## src/rtl/iic_arb_pkg.sv

```systemverilog
// Shared types and constants for the IIC EEPROM request arbiter.
// The one-hot helper is sized for the largest supported requester count.
package iic_arb_pkg;

  typedef enum logic [1:0] {
    IDLE,
    WAIT,
    GAP
  } state_e;

  localparam int DEF_TIMEOUT_CYC = 100000;
  localparam int DEF_GAP_CYC     = 10;
  localparam int MAX_REQ         = 8;

  function automatic logic [MAX_REQ-1:0] idx_to_onehot(input logic [2:0] idx);
    idx_to_onehot      = '0;
    idx_to_onehot[idx] = 1'b1;
  endfunction

endpackage

```

## src/rtl/iic_req_arbiter_if.sv

```systemverilog
// Requester and engine signals of the arbiter, bundled as one interface.
// The arbiter uses the slave modport; requesters and engine drive the master side.
interface iic_req_arbiter_if #(
  parameter int N_REQ = 4,
  parameter int DAT_W = 32,
  parameter int RD_W  = 8
);

  logic [N_REQ-1:0]       i_req;
  logic [N_REQ*DAT_W-1:0] i_cfg_dat;
  logic [N_REQ-1:0]       o_gnt;
  logic [N_REQ-1:0]       o_done;
  logic [N_REQ-1:0]       o_err;
  logic [RD_W-1:0]        o_rd_dat;
  logic [DAT_W-1:0]       o_cfg_dat;
  logic                   o_cfg_start_en;
  logic                   i_eng_busy;
  logic                   i_eng_done;
  logic                   i_eng_nack;
  logic [RD_W-1:0]        i_eng_rd_dat;

  modport master (
    output i_req, i_cfg_dat, i_eng_busy, i_eng_done, i_eng_nack, i_eng_rd_dat,
    input  o_gnt, o_done, o_err, o_rd_dat, o_cfg_dat, o_cfg_start_en
  );

  modport slave (
    input  i_req, i_cfg_dat, i_eng_busy, i_eng_done, i_eng_nack, i_eng_rd_dat,
    output o_gnt, o_done, o_err, o_rd_dat, o_cfg_dat, o_cfg_start_en
  );

endinterface

```

## src/rtl/iic_rr_pick.sv

```systemverilog
// Combinational round-robin picker: first asserted request after ptr_i, wrapping.
module iic_rr_pick #(
  parameter int N_REQ = 4,
  parameter int IDX_W = $clog2(N_REQ)
) (
  input  logic [N_REQ-1:0] req_i,
  input  logic [IDX_W-1:0] ptr_i,
  output logic [IDX_W-1:0] win_o,
  output logic             valid_o
);

  logic [IDX_W-1:0] cand;
  logic             found;

  // The last requester served (ptr_i) is checked last, giving it lowest priority.
  always_comb begin
    cand  = '0;
    found = 1'b0;
    win_o = '0;
    for (int i = 1; i <= N_REQ; i++) begin
      cand = IDX_W'((int'(ptr_i) + i) % N_REQ);
      if (!found && req_i[cand]) begin
        win_o = cand;
        found = 1'b1;
      end
    end
    valid_o = found;
  end

endmodule

```

## src/rtl/iic_req_arbiter.sv

```systemverilog
// Shares one IIC EEPROM engine between N_REQ requesters: round-robin grant,
// one-cycle start pulse, wait for done or timeout, then a bus-free gap.
module iic_req_arbiter
  import iic_arb_pkg::*;
#(
  parameter int N_REQ       = 4,
  parameter int DAT_W       = 32,
  parameter int RD_W        = 8,
  parameter int TIMEOUT_CYC = DEF_TIMEOUT_CYC,
  parameter int GAP_CYC     = DEF_GAP_CYC
) (
  input logic               sys_clk,
  input logic               rst,
  iic_req_arbiter_if.slave  bus
);

  localparam int IDX_W = $clog2(N_REQ);
  localparam int CNT_W = $clog2(TIMEOUT_CYC + 1);
  localparam int GAP_W = $clog2(GAP_CYC + 1);
  localparam logic [CNT_W-1:0] TO_LAST  = CNT_W'(TIMEOUT_CYC - 1);
  localparam logic [GAP_W-1:0] GAP_LAST = GAP_W'(GAP_CYC - 1);

  state_e           state_q, state_d;
  logic [IDX_W-1:0] ptr_q, ptr_d;
  logic [IDX_W-1:0] win_q, win_d;
  logic [CNT_W-1:0] tcnt_q, tcnt_d;
  logic [GAP_W-1:0] gcnt_q, gcnt_d;
  logic [N_REQ-1:0] gnt_q, gnt_d;
  logic [N_REQ-1:0] done_q, done_d;
  logic [N_REQ-1:0] err_q, err_d;
  logic [RD_W-1:0]  rd_q, rd_d;
  logic [DAT_W-1:0] cfg_q, cfg_d;
  logic             start_q, start_d;

  logic [IDX_W-1:0] pickIdx;
  logic             pickValid;
  logic [N_REQ-1:0] pickOneHot;
  logic [N_REQ-1:0] winOneHot;

  iic_rr_pick #(.N_REQ(N_REQ), .IDX_W(IDX_W)) u_pick (
    .req_i   (bus.i_req),
    .ptr_i   (ptr_q),
    .win_o   (pickIdx),
    .valid_o (pickValid)
  );

  assign pickOneHot = N_REQ'(idx_to_onehot(3'(pickIdx)));
  assign winOneHot  = N_REQ'(idx_to_onehot(3'(win_q)));

  always_comb begin
    state_d = state_q;
    ptr_d   = ptr_q;
    win_d   = win_q;
    tcnt_d  = tcnt_q;
    gcnt_d  = gcnt_q;
    gnt_d   = gnt_q;
    cfg_d   = cfg_q;
    rd_d    = rd_q;
    done_d  = '0;
    err_d   = '0;
    start_d = 1'b0;
    unique case (state_q)
      IDLE: begin
        if (pickValid && !bus.i_eng_busy) begin
          win_d   = pickIdx;
          gnt_d   = pickOneHot;
          cfg_d   = bus.i_cfg_dat[int'(pickIdx)*DAT_W +: DAT_W];
          start_d = 1'b1;
          tcnt_d  = '0;
          state_d = WAIT;
        end
      end
      WAIT: begin
        // Engine done takes precedence over a timeout landing in the same cycle.
        if (bus.i_eng_done) begin
          done_d  = winOneHot;
          err_d   = bus.i_eng_nack ? winOneHot : '0;
          rd_d    = bus.i_eng_rd_dat;
          gnt_d   = '0;
          ptr_d   = win_q;
          gcnt_d  = '0;
          state_d = GAP;
        end else if (tcnt_q == TO_LAST) begin
          done_d  = winOneHot;
          err_d   = winOneHot;
          gnt_d   = '0;
          ptr_d   = win_q;
          gcnt_d  = '0;
          state_d = GAP;
        end else begin
          tcnt_d = tcnt_q + CNT_W'(1);
        end
      end
      GAP: begin
        if (gcnt_q == GAP_LAST) begin
          if (!bus.i_eng_busy) state_d = IDLE;
        end else begin
          gcnt_d = gcnt_q + GAP_W'(1);
        end
      end
      default: state_d = IDLE;
    endcase
  end

  always_ff @(posedge sys_clk) begin
    if (rst) begin
      state_q <= IDLE;
      ptr_q   <= IDX_W'(N_REQ - 1);
      win_q   <= '0;
      tcnt_q  <= '0;
      gcnt_q  <= '0;
      gnt_q   <= '0;
      done_q  <= '0;
      err_q   <= '0;
      rd_q    <= '0;
      cfg_q   <= '0;
      start_q <= 1'b0;
    end else begin
      state_q <= state_d;
      ptr_q   <= ptr_d;
      win_q   <= win_d;
      tcnt_q  <= tcnt_d;
      gcnt_q  <= gcnt_d;
      gnt_q   <= gnt_d;
      done_q  <= done_d;
      err_q   <= err_d;
      rd_q    <= rd_d;
      cfg_q   <= cfg_d;
      start_q <= start_d;
    end
  end

  assign bus.o_gnt          = gnt_q;
  assign bus.o_done         = done_q;
  assign bus.o_err          = err_q;
  assign bus.o_rd_dat       = rd_q;
  assign bus.o_cfg_dat      = cfg_q;
  assign bus.o_cfg_start_en = start_q;

endmodule
```

## src/flat_wrapper.sv

```systemverilog
// flat-port wrapper written by rule: the top's interface ports become plain ports
module iic_req_arbiter_flat import iic_arb_pkg::*;
#(
  parameter int N_REQ       = 4,
  parameter int DAT_W       = 32,
  parameter int RD_W        = 8,
  parameter int TIMEOUT_CYC = DEF_TIMEOUT_CYC,
  parameter int GAP_CYC     = DEF_GAP_CYC
)
  (sys_clk, rst, bus_i_req, bus_i_cfg_dat, bus_i_eng_busy, bus_i_eng_done, bus_i_eng_nack, bus_i_eng_rd_dat, bus_o_gnt, bus_o_done, bus_o_err, bus_o_rd_dat, bus_o_cfg_dat, bus_o_cfg_start_en);
  iic_req_arbiter_if #(.N_REQ(N_REQ), .DAT_W(DAT_W), .RD_W(RD_W)) bus_i ();
  input logic sys_clk;
  input logic rst;
  input wire logic [$bits(bus_i.i_req)-1:0] bus_i_req;
  input wire logic [$bits(bus_i.i_cfg_dat)-1:0] bus_i_cfg_dat;
  input wire logic [$bits(bus_i.i_eng_busy)-1:0] bus_i_eng_busy;
  input wire logic [$bits(bus_i.i_eng_done)-1:0] bus_i_eng_done;
  input wire logic [$bits(bus_i.i_eng_nack)-1:0] bus_i_eng_nack;
  input wire logic [$bits(bus_i.i_eng_rd_dat)-1:0] bus_i_eng_rd_dat;
  output wire logic [$bits(bus_i.o_gnt)-1:0] bus_o_gnt;
  output wire logic [$bits(bus_i.o_done)-1:0] bus_o_done;
  output wire logic [$bits(bus_i.o_err)-1:0] bus_o_err;
  output wire logic [$bits(bus_i.o_rd_dat)-1:0] bus_o_rd_dat;
  output wire logic [$bits(bus_i.o_cfg_dat)-1:0] bus_o_cfg_dat;
  output wire logic [$bits(bus_i.o_cfg_start_en)-1:0] bus_o_cfg_start_en;
  assign bus_i.i_req = bus_i_req;
  assign bus_i.i_cfg_dat = bus_i_cfg_dat;
  assign bus_i.i_eng_busy = bus_i_eng_busy;
  assign bus_i.i_eng_done = bus_i_eng_done;
  assign bus_i.i_eng_nack = bus_i_eng_nack;
  assign bus_i.i_eng_rd_dat = bus_i_eng_rd_dat;
  assign bus_o_gnt = bus_i.o_gnt;
  assign bus_o_done = bus_i.o_done;
  assign bus_o_err = bus_i.o_err;
  assign bus_o_rd_dat = bus_i.o_rd_dat;
  assign bus_o_cfg_dat = bus_i.o_cfg_dat;
  assign bus_o_cfg_start_en = bus_i.o_cfg_start_en;
  iic_req_arbiter #(.N_REQ(N_REQ), .DAT_W(DAT_W), .RD_W(RD_W), .TIMEOUT_CYC(TIMEOUT_CYC), .GAP_CYC(GAP_CYC)) u_core (.sys_clk(sys_clk), .rst(rst), .bus(bus_i));
endmodule
```

## config.mk

```make
export PLATFORM = sky130hd
export DESIGN_NAME = iic_req_arbiter_flat
export DESIGN_NICKNAME = d
export VERILOG_FILES = /design/src/rtl/iic_arb_pkg.sv /design/src/rtl/iic_req_arbiter_if.sv /design/src/rtl/iic_rr_pick.sv /design/src/rtl/iic_req_arbiter.sv /design/src/flat_wrapper.sv
export SDC_FILE = /design/constraint.sdc
export NUM_CORES = 1
export LEC_CHECK = 0
export CAP_MARGIN = 20
export CORE_ASPECT_RATIO = 1.75
export CORE_UTILIZATION = 37
export CTS_CLUSTER_DIAMETER = 40
export DETAILED_ROUTE_END_ITERATION = 8
export PLACE_DENSITY = 0.84
export SETUP_SLACK_MARGIN = 0.02
export SKIP_CTS_REPAIR_TIMING = 1
export SLEW_MARGIN = 20
export SYNTH_ARGS = -nofsm -noshare
export SYNTH_HDL_FRONTEND = slang
export SYNTH_SLANG_ARGS = --single-unit
```

## constraint.sdc

```tcl
create_clock -name sys_clk -period 1.7 [get_ports sys_clk]
set_input_delay 0.255 -clock sys_clk [delete_from_list [all_inputs] [get_ports sys_clk]]
set_output_delay 0.255 -clock sys_clk [all_outputs]
set_load 0.05 [all_outputs]
```

## Word-level counts from Yosys, hierarchy flattened

Cells that the tools add are included.

| storage, ports and cells | value |
|---|---|
| register bits after elaboration | 80 |
| input port bits | 145 |
| output and inout bits | 53 |
| logic and storage cells | 105 |

| operators by class | value |
|---|---|
| $add $sub $neg | 6 |
| order comparisons | 8 |
| equality and inequality tests | 11 |
| shift operators | 1 |
| multiplexer cells | 43 |
| bitwise gates (word level) | 2 |
| reduce and logical (&&, ||, !) cells | 23 |

Operator list:

| kind | count |
|---|---|
| indexed part select 128 x 8 -> 32 bit | 1 |
| two-way mux 17 bit | 3 |
| case mux 17 bit (2 select lines) | 1 |
| two-way mux 4 bit | 8 |
| two-way mux 2 bit | 11 |
| adder 17 x 1 -> 17 bit, second input constant | 1 |
| equality test 17 bit, second input constant | 1 |
| case mux 4 bit (2 select lines) | 2 |
| < comparator 2 x 3 -> 1 bit, second input constant | 4 |
| two-way mux 1 bit | 11 |
| binary-select mux 1 bit (select 2 bit) | 4 |
| < comparator 2 x 4 -> 1 bit, second input constant | 2 |
| inequality test 2 bit, second input constant | 4 |
| AND reduction 4 bit | 2 |
| logical AND 1 bit | 6 |
| case mux 2 bit (3 select lines) | 1 |
| AND reduction 2 bit | 3 |
| AND reduction 3 bit | 2 |
| nonzero test 2 bit | 3 |
| adder 2 x 1 -> 2 bit, second input constant | 2 |
| adder 2 bit, second input constant | 2 |
| adder 4 x 1 -> 4 bit, second input constant | 1 |
| demux 1 bit (select 2 bit) | 2 |
| equality test 4 bit, second input constant | 1 |
| other kinds (9) | 16 |

## Logic depth before layout (Yosys ltp)

| depth | value |
|---|---|
| depth in word-level cells | 19 |
| depth in mapped cells | 8 |
| mapped depth without buffers | 7 |

## Hierarchy

Synthesis repeated with hierarchy kept, for this count alone.

| second synthesis, totals | value |
|---|---|
| cells, all modules | 457 |
| area, all modules | 4201.5 µm² |

By module, submodules not included:

| module | times used | cells each | area an instance (µm²) | sequential area each (µm²) |
|---|---|---|---|---|
| iic_req_arbiter | 1 | 443 | 4110.2 | 1601.5 |
| iic_rr_pick | 1 | 14 | 91.3 | 0.0 |

## Worst setup path after synthesis

Ideal clock, no wire load.

| path | value |
|---|---|
| kind | reg-to-reg |
| from | register u_core.tcnt_q[0] |
| to | register u_core.err_q[3] (netlist: u_core.bus.o_err[3]) |
| library setup time | 0.061 ns |
| arrival time | 1.688 ns |
| data required time | 1.639 ns |
| setup slack | -0.050 ns |
| stages on the path, launching flop included | 7 |
| path buffers | 0 |
| period minus slack after synthesis | 1.750 ns |
| cells stage by stage | dfxtp_1 ha_1 and4_1 nand4_2 a21boi_4 o21ai_2 and4bb_1 |

| on the way | value |
|---|---|
| word-level cells in the longest chain between the ends | 3 |

RTL lines:

| item | RTL line | RTL |
|---|---|---|
| from (decl) | iic_req_arbiter.sv:26 | `logic [CNT_W-1:0] tcnt_q, tcnt_d;` |
| from (signal assigned) | iic_req_arbiter.sv:122 | `tcnt_q <= tcnt_d;` |
| equality test 17 bit | iic_req_arbiter.sv:83 | `end else if (tcnt_q == TO_LAST) begin` |
| two-way mux 4 bit | iic_req_arbiter.sv:83 |  |
| two-way mux 4 bit | iic_req_arbiter.sv:75 | `if (bus.i_eng_done) begin` |
| to (signal assigned) | iic_req_arbiter.sv:126 | `err_q <= err_d;` |
| to (decl) | iic_req_arbiter.sv:30 | `logic [N_REQ-1:0] err_q, err_d;` |

No other way between the ends.
A chain may end at the register's enable or synchronous reset.

## Worst setup path after layout

| path | value |
|---|---|
| from | register u_core.ptr_q[0] |
| to | register u_core.cfg_q[9] (netlist: u_core.bus.o_cfg_dat[9]) |

| on the way | value |
|---|---|
| word-level cells in the longest chain between the ends | 15 |
| elaborated cells on any way between the ends | 29 |
| classes of those cells | add/sub (4); shift (1); mux (16); reduce/logical (8) |

RTL lines:

| item | RTL line | RTL |
|---|---|---|
| from (decl) | iic_req_arbiter.sv:24 | `logic [IDX_W-1:0] ptr_q, ptr_d;` |
| from (signal assigned) | iic_req_arbiter.sv:108 | `ptr_q <= IDX_W'(N_REQ - 1);` |
| from (signal assigned) | iic_req_arbiter.sv:120 | `ptr_q <= ptr_d;` |
| branches (longest 15 deep; another with adder 2 x 1 -> 2 bit) | - |  |
| to (signal assigned) | iic_req_arbiter.sv:128 | `cfg_q <= cfg_d;` |
| to (decl) | iic_req_arbiter.sv:32 | `logic [DAT_W-1:0] cfg_q, cfg_d;` |

Parallel ways; which one is timed is not known. The select of a mux whose other input is x is not followed.

==> metrics.cfg <==
[status]
status=finished, violations left
failed_checks=negative setup slack

[cts]
cts_sinks=80
clockBufferDepth=2
clk_pin_slew_ps=70
cts_tree=yes
clk-insertion-delay-late_ps=340
cts_made_buffers=9
cts-root-buf=clkbuf_16
cts_max_level=3

[floorplan]
dieArea_sq_mm=0.0113
core_area_sq_mm=0.0106
rows=50
io_pins=198
fp.dieW_um=80.7
start_util=0.377
die_y_um=140

[pwr]
powerDensity_mw_per_mm2=806
leakagePower_nw=2.87
peakVddDrop_uv=747

[placed_design]
place.gp.congestion=0.902
dp_cells=817
pre_cts_ws_ps=-544
port-buffer-count=197
hpwl_um=10500

[sta]
fin_crit_sh=1.03
setup_violations=8
rsz0062_at_grt=yes
finalHoldViolCount=0
finalWorstSetupSlack_ps=-50.4
min_period_ps=1750
slew_violations=0
tightestPinTransition_ps=500
clock.fmax_mhz=571
slew_headroom=0.666
final.setup_skew_ps=6.70

[setup_path]
path_class=register to register
required_ps=1910
crit_arrival_ps=1960
cp_max_fo=8
cp-start-kind=register
crit_path_end_kind=register

[global_route]
grt_usage=0.237
antenna_found_initial=0
grt_pass1_vias=4526
grt_util_met1=0.224
overflow=0
gr-usage-met3=0.0577
gr-usage-met2=0.443
grt-busiest-layer=met2
grt_pass1_wl_um=20700
grt_max_degree=54

[logic_synthesis]
syn_nets=616
netlist.area_leader.share=0.399
syn_avg_cell_area_sq_um=8.57
ys_types=57
synthTopCellsByArea=dfxtp_1, nand3_1, mux2i_1
synth.most_common_cell=nand3_1
yosysSeqAreaShare=0.399
synthFlopType=dfxtp_1
synth_common_cells=nand3_1, dfxtp_1, nand2_1
synth-edff-count=0
yosys.area.top_type=dfxtp_1
synthArstFlopShare=0
synth_area_sq_mm=0.00401
synth_seq_cells=80
syn_inst=468
ys_warn_count=0

[final_layout]
layout-drive-gt1-share=0.272
multi_input_area_sq_mm=0.00245
area_growth_pct=77.9
utilization=0.671
regArea_sq_mm=0.00161
diodes=0
nFillCells=785
final_cell_count_no_fill=846
layout.nets=859

[drt]
vias_per_cell=5.67
drc_errors=0
drtPass1Iterations=5
drt_iter0_drc=229
routed_wire_length_per_instance_um=19.0
ant_nets=0
wl_um=16000
vias=4798

[run]
maxCapViolCount=0

[min_path]
hp-class=register to register

-- cell families (layout without fill, tap and decap cells) --
logic type | count (synthesis) | after routing | share of synthesized area
compound gates | 78 | 78 | 0.153
xor+xnor | 6 | 6 | 0.0131
fa+ha+maj | 3 | 3 | 0.00936
buf+inv | 42 | 290 | 0.0502
flops | 80 | 80 | 0.399
mux | 35 | 35 | 0.0879
simple gates | 224 | 224 | 0.287
-- power by group --
part,switching [W],internal (W),total (W)
clock,0.000874,0.00102,0.00189
sequential,0.0000848,0.00199,0.00208
combinational,0.000942,0.000839,0.00178
total,0.00190,0.00385,0.00575
-- stage by stage --
stage,instance area [sq um],total power [W],TNS (ps),hold WS (ps)
floorplan,4020,0.00293,0,403
global placement,6370,0.00364,-21040,444
detailed placement,6370,0.00368,-23820,455
CTS,6660,0.00555,-5970,466
global route,7140,0.00595,-2550,479
finish,7140,0.00575,-122,467
-- sequential cells by signal (all words and copies together) (netlist names), 2 cells and up --
signal	count
u_core.bus.o_cfg_dat	32
u_core.gcnt_q	4
u_core.ptr_q	2
u_core.bus.o_rd_dat	8
u_core.bus.o_gnt	4
u_core.state_q	2
u_core.win_q	2
u_core.bus.o_err	4
u_core.bus.o_done	4
u_core.tcnt_q	17
-- final timing paths --
kind                            depth (start not counted)                   start  slack (ps)                       to
worst min register to register                          2  u_core.bus.o_rd_dat[5]         470   u_core.bus.o_rd_dat[5]
worst max-delay path                                    6         u_core.ptr_q[0]         -50  u_core.bus.o_cfg_dat[9]
worst max register to register                          6         u_core.ptr_q[0]         -50  u_core.bus.o_cfg_dat[9]
worst min-delay path                                    2  u_core.bus.o_rd_dat[5]         470   u_core.bus.o_rd_dat[5]
-- critical path, stage by stage (launching register included) --
cell and delay [ps]:
dfxtp_2 360, inv_2 50, a221oi_4 280, o21a_4 300
clkbuf_16 200, mux2i_1 260, o2111ai_1 160
-- cell usage in the layout (no fill, tap or decap), drive strengths merged, types with 2 or more instances in the layout --
cell | netlist | final
o21ai | 9 | 9
buf | 23 | 114
dlymetal6s2s | 0 | 5
nand4 | 6 | 6
clkbuf | 10 | 15
a31oi | 4 | 4
nor3 | 6 | 6
nand3b | 3 | 3
nand3 | 85 | 85
mux2 | 2 | 2
and4 | 2 | 2
o2111ai | 32 | 32
nor2b | 4 | 4
and4bb | 3 | 3
dfxtp | 80 | 80
and3 | 3 | 3
a21oi | 16 | 16
nor2 | 29 | 29
nor4b | 2 | 2
xor2 | 6 | 6
mux2i | 33 | 33
or4 | 2 | 2
clkinvlp | 0 | 3
clkdlybuf4s50 | 0 | 140
nor4 | 3 | 3
a22o | 5 | 5
nand2b | 2 | 2
nor3b | 4 | 4
a211oi | 2 | 2
inv | 9 | 13
nand2 | 63 | 63
ha | 3 | 3
and2 | 4 | 4
-- cell type report --
cell class | instances | share of cell area
timing repair buffer | 265 | 0.363
multi-input combinational | 346 | 0.344
sequential | 80 | 0.225
clock buffer | 9 | 0.0316
tap | 130 | 0.0228
clock inverter | 7 | 0.00877
inverter | 9 | 0.00473
-- metal layers --
metal	routed length, um	vias up
li1	-	2215
met1	5290	2275
met2	8780	249
met3	1270	59
met4	696	0
met5	0	-
Note: power is estimated with default switching activity, not from simulation.
==> RTL change 1: new RTL, same settings <==
Compare `tcnt_q` against `TO_LAST` with >= in place of ==.
--- a/src/rtl/iic_req_arbiter.sv
+++ b/src/rtl/iic_req_arbiter.sv
@@ -82,3 +82,3 @@
           state_d = GAP;
-        end else if (tcnt_q == TO_LAST) begin
+        end else if (tcnt_q >= TO_LAST) begin
           done_d  = winOneHot;
Formal check against the unedited RTL: no difference found for any inputs over 4 cycles, from zero or initial values and one cycle with rst high; that may be too few to reach the edited logic, so the function may still have changed.
==> RTL change 1 against the unedited design <==
- the run still ends with negative setup slack left
- total power rose by 2.2%
- worst setup slack got worse by 0.26 ns
- fmax fell by 13%
- die area did not move
- sequential cell count did not move
- synthesized area did not move
- core utilization rose by 5.3 points
- global-route usage rose by 0.42 points
- final area rose by 7.9%
- routed wire length rose by 3.4%
- critical endpoint is now u_core.ptr_q[0]
- largest cell class is now multi-input gates
==> RTL change 1: results (changes against the unedited design) <==
failing checks=negative setup slack; wire per inst=19.9 µm (+4.9%); final setup fails=43 (+35); Pleak=3.37 nW (+17%); final worst setup slack=-0.309 ns (-0.259 ns); Worst slew margin=66.3% (-0.26 points); total negative slack=-6.12 ns (-6.00 ns); # fillers=727 (-7.4%); largest net degree at the start of global routing=42 (-22%); hpwl dp=10.4 mm (-0.98%); post-synth cell types=48 (-16%); Synth top cells by count=dfxtp_1 (80), mux2i_1 (69), nand3_1 (54); layout cells sized above 1=34.1% (+6.9 points); Initial DRC Count=318 (+39%); Syn Inst Count=445 (-4.9%); Synth area leaders=dfxtp_1 (40%), mux2i_1 (17%), o221ai_1 (7.2%); Switching Share=32.4% (-0.58 points); status=finished, violations left; nets@finish=847 (-1.4%); xor and xnor fraction of the mapped netlist area=0.437% (-0.87 points); vias in the first global route=4607 (+1.8%); Synth Area in Compound Gates=18.9% (+3.6 points); clock skew=0.00665 ns (-0.0000495 ns); HP Class=input pin to register; Syn Nets=593 (-3.7%); CP max FO=5 (-3); multiplexer share of the synthesized area=17.5% (+8.7 points)
==> RTL change 1: logic make-up after synthesis <==
logic type,Yosys count
simple gates,149
compound gates,100
flops,80
mux,70
buf+inv,41
fa+ha+maj,3
xor+xnor,2
==> RTL change 1: worst paths after layout <==
check / from / endpoint / cells past startpoint
worst max-delay path: u_core.tcnt_q[1] / u_core.ptr_q[0] / 8
worst min-delay path: bus_i_eng_busy / u_core.bus.o_gnt[0] / 5
worst max register to register: u_core.tcnt_q[1] / u_core.ptr_q[0] / 8
worst min register to register: u_core.bus.o_rd_dat[7] / u_core.bus.o_rd_dat[7] / 2
==> RTL change 1: metal layers <==
layer | up-vias | wire length (µm) | track usage [%]
met5 | - | 0 | 0
met4 | 0 | 1010 | 12.0
met3 | 78 | 985 | 5.31
met2 | 272 | 9060 | 46.2
met1 | 2227 | 5530 | 22.9
li1 | 2219 | - | -
==> RTL change 1: final cells by class <==
cell class                      count  share of cell area [%]
Inverter                            6                   0.292
Sequential cell                    80                    20.9
Multi-Input combinational cell    326                    37.0
Tap cell                          130                    2.11
Clock inverter                      5                   0.487
Timing Repair Buffer              276                    36.0
Clock buffer                       11                    3.15
==> RTL change 1: power groups by stage <==
stage                     Sequential, mW  Clock, mW  Combinational (mW)
after floorplan                     2.44          0               0.499
after global placement              2.10          0                1.55
after detailed placement            2.10          0                1.59
after CTS                           2.06       1.85                1.59
after global routing                2.08       1.93                2.06
final                               2.07       1.83                1.98
==> RTL change 1: per-stage QoR <==
step                instances  hold WS, ns  util (%)  power (mW)
global placement          798        0.444      60.7        3.65
CTS                       814        0.458      63.3        5.51
finish                    834        0.441      72.4        5.88
floorplan                 445        0.403         -        2.93
global route              834        0.463      72.4        6.07
detailed placement        798        0.450      60.7        3.69
==> RTL change 1: worst max-delay path, stage by stage, from the launching register on <==
cell       delay, ns
dfxtp_4         0.36
ha_4            0.15
a21o_1          0.18
buf_4           0.14
a311oi_2        0.35
a2bb2oi_4       0.24
buf_6           0.16
mux2i_1         0.22
nand2_1         0.08
==> RTL change 2: new RTL, same flow settings <==
Made on the original files. `RD_W` is set to 8 in 3 places; all go to 12.
--- a/src/rtl/iic_req_arbiter_if.sv
+++ b/src/rtl/iic_req_arbiter_if.sv
@@ -5,3 +5,3 @@
   parameter int DAT_W = 32,
-  parameter int RD_W  = 8
+  parameter int RD_W  = 12
 );
--- a/src/rtl/iic_req_arbiter.sv
+++ b/src/rtl/iic_req_arbiter.sv
@@ -7,3 +7,3 @@
   parameter int DAT_W       = 32,
-  parameter int RD_W        = 8,
+  parameter int RD_W        = 12,
   parameter int TIMEOUT_CYC = DEF_TIMEOUT_CYC,
--- a/src/flat_wrapper.sv
+++ b/src/flat_wrapper.sv
@@ -5,3 +5,3 @@
   parameter int DAT_W       = 32,
-  parameter int RD_W        = 8,
+  parameter int RD_W        = 12,
   parameter int TIMEOUT_CYC = DEF_TIMEOUT_CYC,
Interface: changed (resized bus_i_eng_rd_dat and bus_o_rd_dat); port bits go from 198 to 206. No check against the original RTL was run, so the function may have changed too.
==> RTL change 2 against the unedited design <==
- the run still ends with negative setup slack left
- fmax shrank 19%
- worst setup slack lost 0.42 ns
- routed wire length fell by 7.9%
- synthesized cell count shrank 6.0%
- total power is 1.4% higher
- synthesized area down 0.84%
- global-route usage is 0.85 points higher
- clock skew increased by 0.0037 ns
- sequential cell count grew 4
- final area grew 0.79%
- highest routed layer unchanged
==> RTL change 2: results (changes against the unedited design) <==
Synth top cells by count=dfxtp_1 (84), mux2i_1 (64), nand2_1 (63); GRT met3 Usage=6.25% (+0.48 points); Worst path top cell family by delay=simple AND/OR/NAND/NOR gates; Worst slew margin=63.2% (-3.4 points); highest-delay cell along the critical path=or4_4; first-pass GRT wire length=21.1 mm (+2.0%); Syn Nets=592 (-3.9%); Worst Setup EP=u_core.bus.o_err[2]; DR WL met3=1.02 mm (-20%); status=finished, violations left; Via density=5.40 (-4.7%); largest net degree at the start of global routing=37 (-31%); worst path arrival time=2.42 ns (+0.46 ns); final wirelength=14.8 mm (-7.9%); final worst setup slack=-0.466 ns (-0.416 ns); syn avg cell area=9.04 µm² (+5.5%); DP Worst Slack=-0.543 ns (+0.000723 ns); final setup fails=66 (+58); DP Area=6530 µm² (+2.5%); Max stage delay on crit path=0.62 ns (+0.26 ns); Non-Filler Instances=832 (-1.7%); layout cells sized above 1=27.7% (+0.42 points); CP max FO=6 (-2); failing checks=negative setup slack; DR pass1 iterations=4 (-1); Reg2Reg Depth=5 (-1)
[RTL change 2: layout make-up]
| cell class | instances | area [µm²] | area share, % |
|---|---|---|---|
| Clock buffer | 10 | 229 | 3.18 |
| Clock inverter | 6 | 71.3 | 0.991 |
| Inverter | 7 | 26.3 | 0.365 |
| Multi-Input combinational cell | 321 | 2390 | 33.2 |
| Sequential cell | 84 | 1690 | 23.5 |
| Tap cell | 127 | 159 | 2.21 |
| Timing Repair Buffer | 277 | 2630 | 36.6 |
[RTL change 2: cell families after synthesis]
group	Yosys count	share of synthesized area, %
adder cells (fa/ha/maj)	3	0.943
flip-flops	84	42.3
AND/OR/NAND/NOR	165	20.4
AO/OA/AOI/OAI	80	14.8
buffers and inverters	35	3.43
multiplexers	65	16.4
XOR/XNOR	8	1.76
[RTL change 2: report_power, final]
part	internal (mW)	total (mW)	switching [mW]
registers	2.09	2.16	0.0773
clock network	1.15	1.98	0.825
logic	0.824	1.70	0.873
